--- src/rtl/ifetch_ctrl.sv ---
// Instruction-fetch controller: drives the PC register, runs the imem request/ready
// handshake and owns the IF/ID register with a one-entry skid buffer.
module ifetch_ctrl (
   input  logic        clk,
   input  logic        clrn,
   input  logic [31:0] pc,
   output logic [31:0] npc,
   output logic        pc_wen,
   output logic        imem_req,
   output logic [31:0] imem_addr,
   input  logic        imem_ready,
   input  logic [31:0] imem_rdata,
   input  logic        stall,
   input  logic        redirect,
   input  logic [31:0] redirect_pc,
   output logic        id_valid,
   output logic [31:0] id_inst,
   output logic [31:0] id_pc,
   output logic [31:0] id_pc4,
   output logic [1:0]  dbg_state
);

   typedef enum logic [1:0] {
      FETCH = 2'd0,
      SKID  = 2'd1,
      DRAIN = 2'd2
   } state_t;

   state_t      state_q;
   logic        id_valid_q;
   logic [31:0] id_inst_q;
   logic [31:0] id_pc_q;
   logic [31:0] id_pc4_q;
   logic [31:0] skid_inst_q;
   logic [31:0] skid_pc_q;
   logic [31:0] skid_pc4_q;
   logic [31:0] drain_addr_q;

   logic        accept;
   logic [31:0] pc4;
   logic        unused_redirect_lsb;

   assign accept              = !id_valid_q || !stall;
   assign pc4                 = pc + 32'd4;
   assign unused_redirect_lsb = ^redirect_pc[1:0];

   // imem handshake: imem_req stays high with imem_addr frozen until a cycle with
   // imem_ready=1 completes the request; imem_rdata is sampled only in that cycle.
   assign npc       = redirect ? {redirect_pc[31:2], 2'b00} : pc4;
   assign imem_req  = clrn && (state_q != SKID);
   assign imem_addr = (state_q == DRAIN) ? drain_addr_q : pc;
   assign pc_wen    = clrn && (redirect || ((state_q == FETCH) && imem_ready));

   assign id_valid  = id_valid_q;
   assign id_inst   = id_inst_q;
   assign id_pc     = id_pc_q;
   assign id_pc4    = id_pc4_q;
   assign dbg_state = state_q;

   always_ff @(posedge clk or negedge clrn) begin
      if (!clrn) begin
         state_q      <= FETCH;
         id_valid_q   <= 1'b0;
         id_inst_q    <= 32'd0;
         id_pc_q      <= 32'd0;
         id_pc4_q     <= 32'd0;
         skid_inst_q  <= 32'd0;
         skid_pc_q    <= 32'd0;
         skid_pc4_q   <= 32'd0;
         drain_addr_q <= 32'd0;
      end else if (redirect) begin
         // Flush wins over everything; an in-flight request must still be drained.
         id_valid_q  <= 1'b0;
         skid_inst_q <= 32'd0;
         skid_pc_q   <= 32'd0;
         skid_pc4_q  <= 32'd0;
         case (state_q)
            FETCH: begin
               if (!imem_ready) begin
                  state_q      <= DRAIN;
                  drain_addr_q <= pc;
               end
            end
            SKID:    state_q <= FETCH;
            default: if (imem_ready) state_q <= FETCH;
         endcase
      end else begin
         case (state_q)
            FETCH: begin
               if (imem_ready && accept) begin
                  id_valid_q <= 1'b1;
                  id_inst_q  <= imem_rdata;
                  id_pc_q    <= pc;
                  id_pc4_q   <= pc4;
               end else if (imem_ready) begin
                  skid_inst_q <= imem_rdata;
                  skid_pc_q   <= pc;
                  skid_pc4_q  <= pc4;
                  state_q     <= SKID;
               end else if (accept) begin
                  id_valid_q <= 1'b0;
               end
            end
            SKID: begin
               if (accept) begin
                  id_valid_q <= 1'b1;
                  id_inst_q  <= skid_inst_q;
                  id_pc_q    <= skid_pc_q;
                  id_pc4_q   <= skid_pc4_q;
                  state_q    <= FETCH;
               end
            end
            default: begin
               if (accept) id_valid_q <= 1'b0;
               if (imem_ready) state_q <= FETCH;
            end
         endcase
      end
   end

endmodule

--- config.mk ---
export PLATFORM = sky130hd
export DESIGN_NAME = ifetch_ctrl
export DESIGN_NICKNAME = d
export VERILOG_FILES = /design/src/rtl/ifetch_ctrl.sv
export SDC_FILE = /design/constraint.sdc
export NUM_CORES = 1
export LEC_CHECK = 0
export ABC_CLOCK_PERIOD_IN_PS = 3200
export CAP_MARGIN = 25
export CORE_ASPECT_RATIO = 0.8
export CORE_MARGIN = 1.5
export CORE_UTILIZATION = 51
export CTS_CLUSTER_SIZE = 10
export DETAILED_ROUTE_END_ITERATION = 10
export DONT_BUFFER_PORTS = 1
export GPL_TIMING_DRIVEN = 0
export PLACE_DENSITY = 0.81
export SETUP_SLACK_MARGIN = 0.05
export SYNTH_ARGS = -nofsm -noshare
export SYNTH_HDL_FRONTEND = slang
export SYNTH_SLANG_ARGS = --single-unit
--- constraint.sdc ---
create_clock -name clk -period 3.2 [get_ports clk]
set_input_delay 0.8 -clock clk [delete_from_list [all_inputs] [get_ports clk]]
set_output_delay 0.8 -clock clk [all_outputs]
set_load 0.01 [all_outputs]
* Word level (Yosys, flattened, before mapping) *
Cells that the tools add are included.

word-level totals
  register bits after elaboration = 227
  output and inout port bits = 165
  logic and storage cells = 77

cells by class
  add/sub/neg operators = 1
  eq/ne operators = 11
  muxes and demuxes = 37
  bitwise operators = 2
  reduce and logical (&&, ||, !) cells = 17

operator list
  cell                                                    number
  two-way mux 32 bit                                      20
  case mux 32 bit (2 select lines)                        3
  adder 32 x 3 -> 32 bit (second input constant)          1
  two-way mux 2 bit                                       6
  inequality test 3 bit (second input constant)           4
  case mux 2 bit (2 select lines)                         2
  AND reduction 4 bit                                     2
  AND reduction 3 bit                                     2
  nonzero test 2 bit                                      3
  two-way mux 1 bit                                       5
  logical AND 1 bit                                       4
  inequality test 2 x 1 -> 1 bit (second input constant)  2
  inequality test 2 bit (second input constant)           2
  inequality test 4 x 3 -> 1 bit (second input constant)  1
  equality test 2 x 1 -> 1 bit (second input constant)    1
  equality test 2 bit (second input constant)             1
  logical NOT 1 bit                                       2
  logical NOT 2 bit                                       1
  logical OR 1 bit                                        2
  NOT 1 bit                                               2
  case mux 1 bit (2 select lines)                         1
  AND reduction 2 bit                                     1

* Longest topological paths before layout *
Gate-level depths: netlist (run 1).

  word-level depth = 7
  depth in mapped cells = 7

* Least setup slack after synthesis (run 1) *
No wires, ideal clock.

  kind = input port to output port
  start point = input port pc[15]
  end point = output port npc[28]
  arrival time = 2325 ps
  data required time = 2400 ps
  slack = 75 ps
  cell stages on the path = 6
  buffers on the path = 1
  cell sequence = clkbuf_1 > nand4_4 > nor4_1 > nand3_1 > xnor2_1 > mux2_2

between the ends
  longest elaborated chain between the ends = 2

RTL lines
  item                    line  text
  start, declared         6     input logic [31:0] pc,
  adder 32 x 3 -> 32 bit  44    assign pc4 = pc + 32'd4;
  two-way mux 32 bit      49    assign npc = redirect ? {redirect_pc[31:2], 2'b00} : pc4;
  end, declared           7     output logic [31:0] npc,

Every way passes these cells.

* Worst setup path after layout (run 1) *
  start point = input port pc[15]
  end point = output port npc[30]

The elaborated chain is that of the path after synthesis.

==> metrics list, run 1 <==
- The flow ran to the end, but the final reports show violations.
* Violations in the final reports: negative hold slack
* Initial antenna violation count: 0
* Worst Setup SP: pc[15]
- Die Footprint: 20,980 um^2
- The longest clock path from root to sink contains 3 buffers.
- In this design, the stage delay of the slowest critical-path cell is between 0.4 and 0.5 ns.
- The worst register-to-register path begins at dbg_state[0].
- Unrepaired setup endpoints after global routing: true
- Global routing finished with a remaining overflow of 0.
- Number of distinct library cell variants in the gate-level netlist after synthesis: 38
* Clock insertion delay at the later pin of the skew report: 0.53 ns
* Overall routing resource usage: 0.2944
- Routed WL: between 30 and 40 mm
- For the final database, setup skew stands at approximately 0.013 ns.
* Post-Place Cell Area: 10,600 um^2
- In this run, synthesis produced a sequential element count of 223.
- At the worst endpoint, the arrival time is 2.34 ns.
* Detailed-route vias per instance: just over 6
- Number of nets in the layout: 1,158
- The critical path is of the in2out type.
- Proportion of layout cells with a drive suffix above 1: 0.1624
- Area of the core region: a little under 20,000 um^2
- Depth of the worst register-to-register path: 6
- The die is 129.8 um tall.
- During placement, the flow inserted port buffers numbering 0.
- Routed wire length per instance: 23.72 um
- The repair_antennas step left the layout with diodes totalling 0.
* Maximum achievable frequency: 0.3181 GHz
- Number of hold violations in the final report: 33
* Hold Worst Slack: -0.02356 ns
- Crit path to: npc[30]
- Clock tree synthesis selected as its root buffer the cell sky130_fd_sc_hd__clkbuf_16.
- Worst setup slack for register-to-register paths: 0.44 ns
* Initial Util: 0.5196
- The worst-case IR drop observed on VDD is 0.0003510 V.
- The clock period could shrink to 3.144 ns.
- TritonCTS buffer count: 26
- The detailed router placed 8,250 vias in this run.
- Sinks on the clock net: between 200 and 250
* Maximum level of the CTS H-tree: 1
* Cell Rows: 46
- The mapped netlist covers 10,260 um^2.
* Required time of the critical path: 2.40 ns
- Clock tree from TritonCTS: yes
- For this design the top-level I/O count stands at about 270.
- Vias in the first global route: 7,900
- Once layout is done, the placed cells without fillers occupy 11,700 um^2.
* Kind of start point of the critical path: input pin
* Hold Crit Class: in2async
* Power per standard cell area: roughly 640 nW/um^2
* Number of nets with antenna violations after detailed routing: 0
- The first routing iteration left 728 violations.
- Cell leakage power: 5.227 nW
- From synthesis to final layout, the design area changed by 14.10%.
- The share of the Yosys chip area taken by registers is 0.5440.
- # Max-Cap Violations: 0
- After detailed routing, the number of remaining DRC violations is 0.
- Final estimated routing congestion in global placement: 0.8714
* Slew headroom: 0.3174
* Warnings, synthesis: 0
- Avg Inst Size Synth: 10.15 um^2
* Slew of the pin with the lowest slew margin: 1.021 ns
- The HPWL after detailed placement is 21.86 mm.
* CP max stage cell: sky130_fd_sc_hd__nor4_4
- Clock-pin slew was measured on the worst setup and hold paths at 0.06 ns.
- Walking the worst path, the cells encountered are buf_2 -> nand4_4 -> nor4_4 -> nand3_2 -> xnor2_2 -> mux2_2.
* Reg2Reg Capture Point: id_pc[4]
* Cells after Synth: approximately 1,000
- Net Count, Synth: 1,113
- Chip width: 161.6 um
- Final worst path period share: 0.9824
- First-pass GRT wire length: between 40 and 50 mm
- Max-slew violation total from the final report: 0
- Pin count of the biggest net entering global routing: 226
- Initial DRT Pass Iterations: 5
* Final count of negative-setup-slack endpoints: 0
- STA classifies the critical path endpoint as an output pin.
- Peak fanout along the critical path: 8
-- per-stage QoR --
step | power (mW) | utilization | setup TNS, ns | worst slack (ns) | std cells
2_1_floorplan | 4.549 | - | 0 | 0.07544 | 1011
3_3_place_gp | 4.884 | 0.5363 | -5.549 | -0.7783 | 1275
3_5_place_dp | 4.943 | 0.5371 | -6.782 | -0.8176 | 1276
4_1_cts | 7.549 | 0.5853 | -0.1757 | -0.09623 | 1316
5_1_grt | 7.830 | 0.5929 | 0 | 0.01471 | 1323
6_report | 7.533 | 0.5929 | 0 | 0.05622 | 1323
-- power breakdown --
group          switching (mW)  internal, mW
Sequential              0.526          3.28
Clock                    1.09          1.50
Combinational           0.655         0.476
Total                    2.27          5.26
-- sequential cells by signal, summed over array words and instances (netlist names) --
name,count
dbg_state,2
drain_addr_q,32
id_inst,32
id_pc,32
id_pc4,30
id_valid,1
skid_inst_q,32
skid_pc4_q,30
skid_pc_q,32
-- per-layer routing --
metal | part of all wire | track usage | vias up
li1 | - | - | 3605
met1 | 0.41 | 0.3999 | 4172
met2 | 0.47 | 0.4665 | 416
met3 | 0.096 | 0.07692 | 57
met4 | 0.027 | 0.09150 | 0
met5 | 0 | 0 | -
-- synth_stat cells, drive strengths merged --
master | instances | area (um^2)
dfrtp | 223 | 5580
nand2 | 179 | 671.9
nor2 | 87 | 326.6
clkbuf | 77 | 289.0
a22o | 73 | 639.4
mux2 | 73 | 822.0
a31oi | 63 | 394.1
o21ai | 54 | 270.3
a21oi | 23 | 115.1
mux2i | 23 | 230.2
inv | 20 | 75.07
xor2 | 20 | 175.2
nand3 | 14 | 87.59
and3 | 13 | 81.33
nand4 | 10 | 77.57
nor3 | 10 | 55.05
buf | 9 | 45.03
xnor2 | 8 | 70.07
o22ai | 6 | 37.54
nor2b | 4 | 25.02
nor4 | 4 | 40.04
or3 | 4 | 25.02
and2 | 3 | 18.77
nand2b | 3 | 18.77
and4 | 2 | 17.52
nor4b | 2 | 30.03
ha | 1 | 12.51
o21a | 1 | 7.510
o21bai | 1 | 7.510
or4 | 1 | 11.26
-- how the worst min path moves through the flow --
stage | startpoint | to | slack, ns | cells past startpoint
3_5_place_dp | skid_pc4_q[18] | skid_pc4_q[18] | 0.46 | 2
5_1_grt | clrn | id_inst[26] | -0.04 | 0
3_3_place_gp | skid_pc4_q[23] | skid_pc4_q[23] | 0.45 | 2
6_report | clrn | id_inst[26] | -0.02 | 0
4_1_cts | clrn | id_inst[23] | -0.03 | 0
2_1_floorplan | skid_pc4_q[14] | skid_pc4_q[14] | 0.44 | 2
-- placed cells by master (no fill, tap or decap), types with 4 or more instances in the layout --
cell type	n
sky130_fd_sc_hd__dfrtp_1	222
sky130_fd_sc_hd__nand2_1	179
sky130_fd_sc_hd__nor2_1	87
sky130_fd_sc_hd__a22o_1	73
sky130_fd_sc_hd__mux2_2	72
sky130_fd_sc_hd__clkbuf_1	63
sky130_fd_sc_hd__a31oi_1	63
sky130_fd_sc_hd__o21ai_0	46
sky130_fd_sc_hd__clkbuf_16	27
sky130_fd_sc_hd__a21oi_1	23
sky130_fd_sc_hd__inv_1	20
sky130_fd_sc_hd__mux2i_1	20
sky130_fd_sc_hd__buf_4	18
sky130_fd_sc_hd__xor2_1	16
sky130_fd_sc_hd__and3_1	13
sky130_fd_sc_hd__nand4_1	9
sky130_fd_sc_hd__o21ai_1	8
sky130_fd_sc_hd__nand3_1	8
sky130_fd_sc_hd__nor3_1	7
sky130_fd_sc_hd__clkbuf_2	6
sky130_fd_sc_hd__o22ai_1	6
sky130_fd_sc_hd__buf_2	5
sky130_fd_sc_hd__nor2b_1	4
sky130_fd_sc_hd__clkbuf_4	4
sky130_fd_sc_hd__xnor2_2	4
sky130_fd_sc_hd__xor2_2	4
sky130_fd_sc_hd__xnor2_1	4
sky130_fd_sc_hd__or3_1	4
-- layout make-up --
cell class	count	area, um^2
flip-flops and latches	223	5582
clock buffers	30	696.9
plain buffers	85	426.7
fillers	1638	8038
multi-input cells	682	4442
well taps	264	330.3
repair buffers	18	146.4
inverters	20	75.07
clock inverters	1	5.005
-- cell families (layout without fill, tap and decap cells) --
logic type,Yosys count,count (layout),share of synthesized area
AOI/OAI and AO/OA,221,221,0.1435
adders and majority gates,1,1,0.001220
DFF,223,223,0.5440
xor gates and xnor gates,28,28,0.02391
muxes,96,96,0.1026
buffers and inverters,106,154,0.03989
and+or+nand+nor,336,336,0.1449
-- worst max-delay path, delay by kind of cell --
| family | cells | cell delay [ns] |
|---|---|---|
| multiplexers | 1 | 0.32 |
| XOR/XNOR | 1 | 0.22 |
| buffers and inverters | 1 | 0.20 |
| AND/OR/NAND/NOR | 3 | 0.79 |
-- repair_timing --
action / in CTS / in global routing
setup buffers: 10 / 7
resized for setup: 44 / 36
pin swaps: 10 / 13
setup endpoints to repair: 54 / 38
endpoints found under the hold margin: 223 / 123
(Power assumes the default switching activity.)
==> inputs of run 2 (changes only) <==
ABC_CLOCK_PERIOD_IN_PS = unset   (was 3200)
==> results of run 2 <==
No change in the layout: final DEF, timing and power equal those of run 1.
==> inputs of run 3 (changes only) <==
CORE_ASPECT_RATIO = unset   (was 0.8)
==> run 3 against run 2 <==
Net effect:
- sequential share of layout area hardly changed
- worst setup slack better by 0.018 ns
- non-clock buffer count shrank 4
- cell count about the same
- sequential cell count did not move
- the run still ends with negative hold slack left
- count of clock-buffer cells in the layout rose by 4
==> metrics list, run 3 (synthesis results as in run 1) <==
- Cell-internal power: 5.323 mW (+1.1%)
* Worst setup slack for register-to-register paths: 0.36 ns (-0.08 ns)
- The endpoint identified for the worst register-to-register timing path is id_inst[29].
- The largest individual stage delay along the critical path comes from the cell sky130_fd_sc_hd__mux2_2.
- Final worst path period share: 0.9767 (-0.005685)
* Final TNS setup: 0 ns (unchanged)
* Vias in the first global route: 7,884 (-0.20%)
- Boundary Pins: 266 (unchanged)
- The die footprint was 20,970 um^2 (about the same).
- The top cell types in the final layout, fill and taps aside, are sky130_fd_sc_hd__dfrtp_1 (222), sky130_fd_sc_hd__nand2_1 (178), sky130_fd_sc_hd__nor2_1 (86).
- Maximum cell stage delay along the critical path: 0.33 ns (-0.08 ns)
- The total count of hold-check failures in the final report was 31 (-6.1%).
* Initial Util: 0.5236 (+0.004015)
- The worst-case clock skew was 0.007938 ns (-0.004938 ns).
- Placed instance count: 1,277 (+0.078%)
- Unrepaired setup endpoints after global routing: true
* Critical path start-end classification: in2out
- Result of the run: finished, violations left
* Clock tree from TritonCTS: yes
* Fraction of power spent switching nets: 0.2989 (-0.002295)
- First-pass GRT wire length: 44.73 mm (-4.7%)
- Data arrival at the endpoint of the critical path: 2.33 ns (about the same)
* Initial DRT Pass Iterations: 5 (unchanged)
* Initial antenna violation count: 0 (unchanged)
* Net switching power: 2.269 mW (about the same)
* TritonCTS buffer count: 27 (+3.8%)
- Leaving out fill and tap cells, the most frequent cell in the layout is sky130_fd_sc_hd__dfrtp_1.
- The die width is 144.8 um (-10%).
- Maximum level of the CTS H-tree: 1 (unchanged)
* Peak supply drop: 0.0003994 V (+14%)
- Post-layout util: 0.5976 (+0.004773)
- The layout overhead on the synthesized area came to 14.14% (about the same).
* Violations in the final reports: negative hold slack
- The pre-CTS setup slack is -0.5982 ns (+0.2194 ns).
- Slew headroom: 0.3566 (+0.03921)
- Depth of the worst register-to-register path: 6 (unchanged)
- The worst hold path belongs to the class in2async.
* Cell leakage power: 5.207 nW (-0.39%)
- Max-slew violation total from the final report: 0 (unchanged)
* Crit path max-delay family: simple AND/OR/NAND/NOR gates
- The clock network fraction of total power was 0.350 (+0.006).
- The placer's final routability congestion estimate was 0.8427 (-3.3%).
* Routed WL: 30.03 mm (-4.3%)
- Global route total overflow: 0 (unchanged)
- The critical path data required time was 2.40 ns (about the same).
- Detailed-route vias per instance: 6.119 (-1.9%)
- Worst path buffer plus inverter count: 2 (+1)
- Hold Worst Slack: -0.01406 ns (+0.009501 ns)
- The fraction of power consumed by combinational cells came to 0.147 (-0.003).
* Total Power: 7.592 mW (+0.79%)
- The post-layout instance count excluding filler cells is 1,324 (+0.076%).
- In this run the critical register-to-register path is launched from dbg_state[0].
* Number of nets in the layout: 1,155 (-0.26%)
* Area of the core region: 19,590 um^2 (-0.77%)
* Kind of start point of the critical path: input pin
- The final design instance area without fill came to 11,710 um^2 (about the same).
- Overall routing resource usage: 0.2813 (-0.01310)
- Walking the worst path, the cells encountered are ha_2 -> nand3_4 -> nor4_4 -> buf_4 -> buf_4 -> nand3_2 -> xnor2_2 -> mux2_2.
* Bufs on Longest Clock Path: 3 (unchanged)
- Cell Rows: 51 (+11%)
* Cell with the most instances on the worst path: sky130_fd_sc_hd__buf_4
- The diode insertion count for antenna repair is 0 (unchanged).
- Pin count of the biggest net entering global routing: 226 (unchanged)
- The achievable frequency came to 0.3199 GHz (+0.58%).
- The worst setup path is captured at an output pin.
- Final WS setup: 0.07441 ns (+0.01819 ns)
- Residual DRC count: 0 (unchanged)
- The power density of the placed cells was 648.5 nW/um^2 (+0.76%).
- The root buffer cell chosen for the clock tree is sky130_fd_sc_hd__clkbuf_16.
- Clock-pin slew on the worst setup and hold paths: 0.05 ns (about the same)
- The maximum fanout count along the critical path was 9 (+1).
- Clock insertion delay at the later pin of the skew report: 0.52 ns (about the same)
* Slew of the pin with the lowest slew margin: 0.9626 ns (-0.05866 ns)
- The first-iteration detailed-routing DRC count was 446 (-39%).
- Worst Setup SP: pc[2]
- The total of buffers placed on input and output ports is 0 (unchanged).
- The via count was 8,101 (-1.8%).
- Floorplan die height: 144.8 um (+12%)
* Sequential power share: 0.503 (-0.003)
- The layout cell share with drive strength beyond 1 was 0.1671 (+0.004721).
- Routed wire length per instance: 22.68 um (-4.4%)
* Post-route minimum period: 3.126 ns (-0.01819 ns)
* Final count of negative-setup-slack endpoints: 0 (unchanged)
- Post-DP HPWL: 20.65 mm (-5.5%)
- Post-Place Cell Area: 10,610 um^2 (about the same)
- The antenna violation net count after detailed routing came to 0 (unchanged).
- Sinks on the clock net: 223 (unchanged)
- The max-cap check violation count is 0 (unchanged).
==> run 3: cell type report <==
class | instances | area (um^2)
Fill cell | 1638 | 7883
Timing Repair Buffer | 14 | 116.4
Clock buffer | 34 | 732.0
Sequential cell | 223 | 5582
Clock inverter | 1 | 8.758
Buffer | 85 | 385.4
Tap cell | 265 | 331.6
Inverter | 20 | 75.07
Multi-Input combinational cell | 682 | 4477
==> run 3: timing repair <==
item | 4_1_cts | 5_1_grt
endpoints found under the hold margin | 223 | 198
setup endpoints to repair | 45 | 46
pin swaps | 9 | 8
setup buffers | 9 | 4
resized for setup | 39 | 36
==> run 3: power groups by stage <==
stage / combinational, mW / sequential (mW) / clock (mW)
after floorplan: 0.847 / 3.70 / 0
after detailed placement: 1.07 / 3.86 / 0
after global routing: 1.22 / 3.88 / 2.80
final: 1.12 / 3.82 / 2.66
after CTS: 1.11 / 3.82 / 2.70
after global placement: 1.03 / 3.84 / 0
==> run 3: worst max path at each step <==
stage	end	slack (ns)	depth (start not counted)
after floorplan	npc[28]	0.08	6
after global placement	npc[28]	-0.55	6
after detailed placement	npc[30]	-0.60	6
after CTS	npc[30]	0.03	6
after global routing	npc[14]	0.008	7
final	npc[28]	0.07	8
==> run 3: layer usage <==
layer	share of wire	global-route usage	wire, um
met5	0	0	0
met4	0.041	0.1095	1243
met3	0.099	0.07667	2970
met2	0.47	0.4604	14240
met1	0.39	0.3555	11580
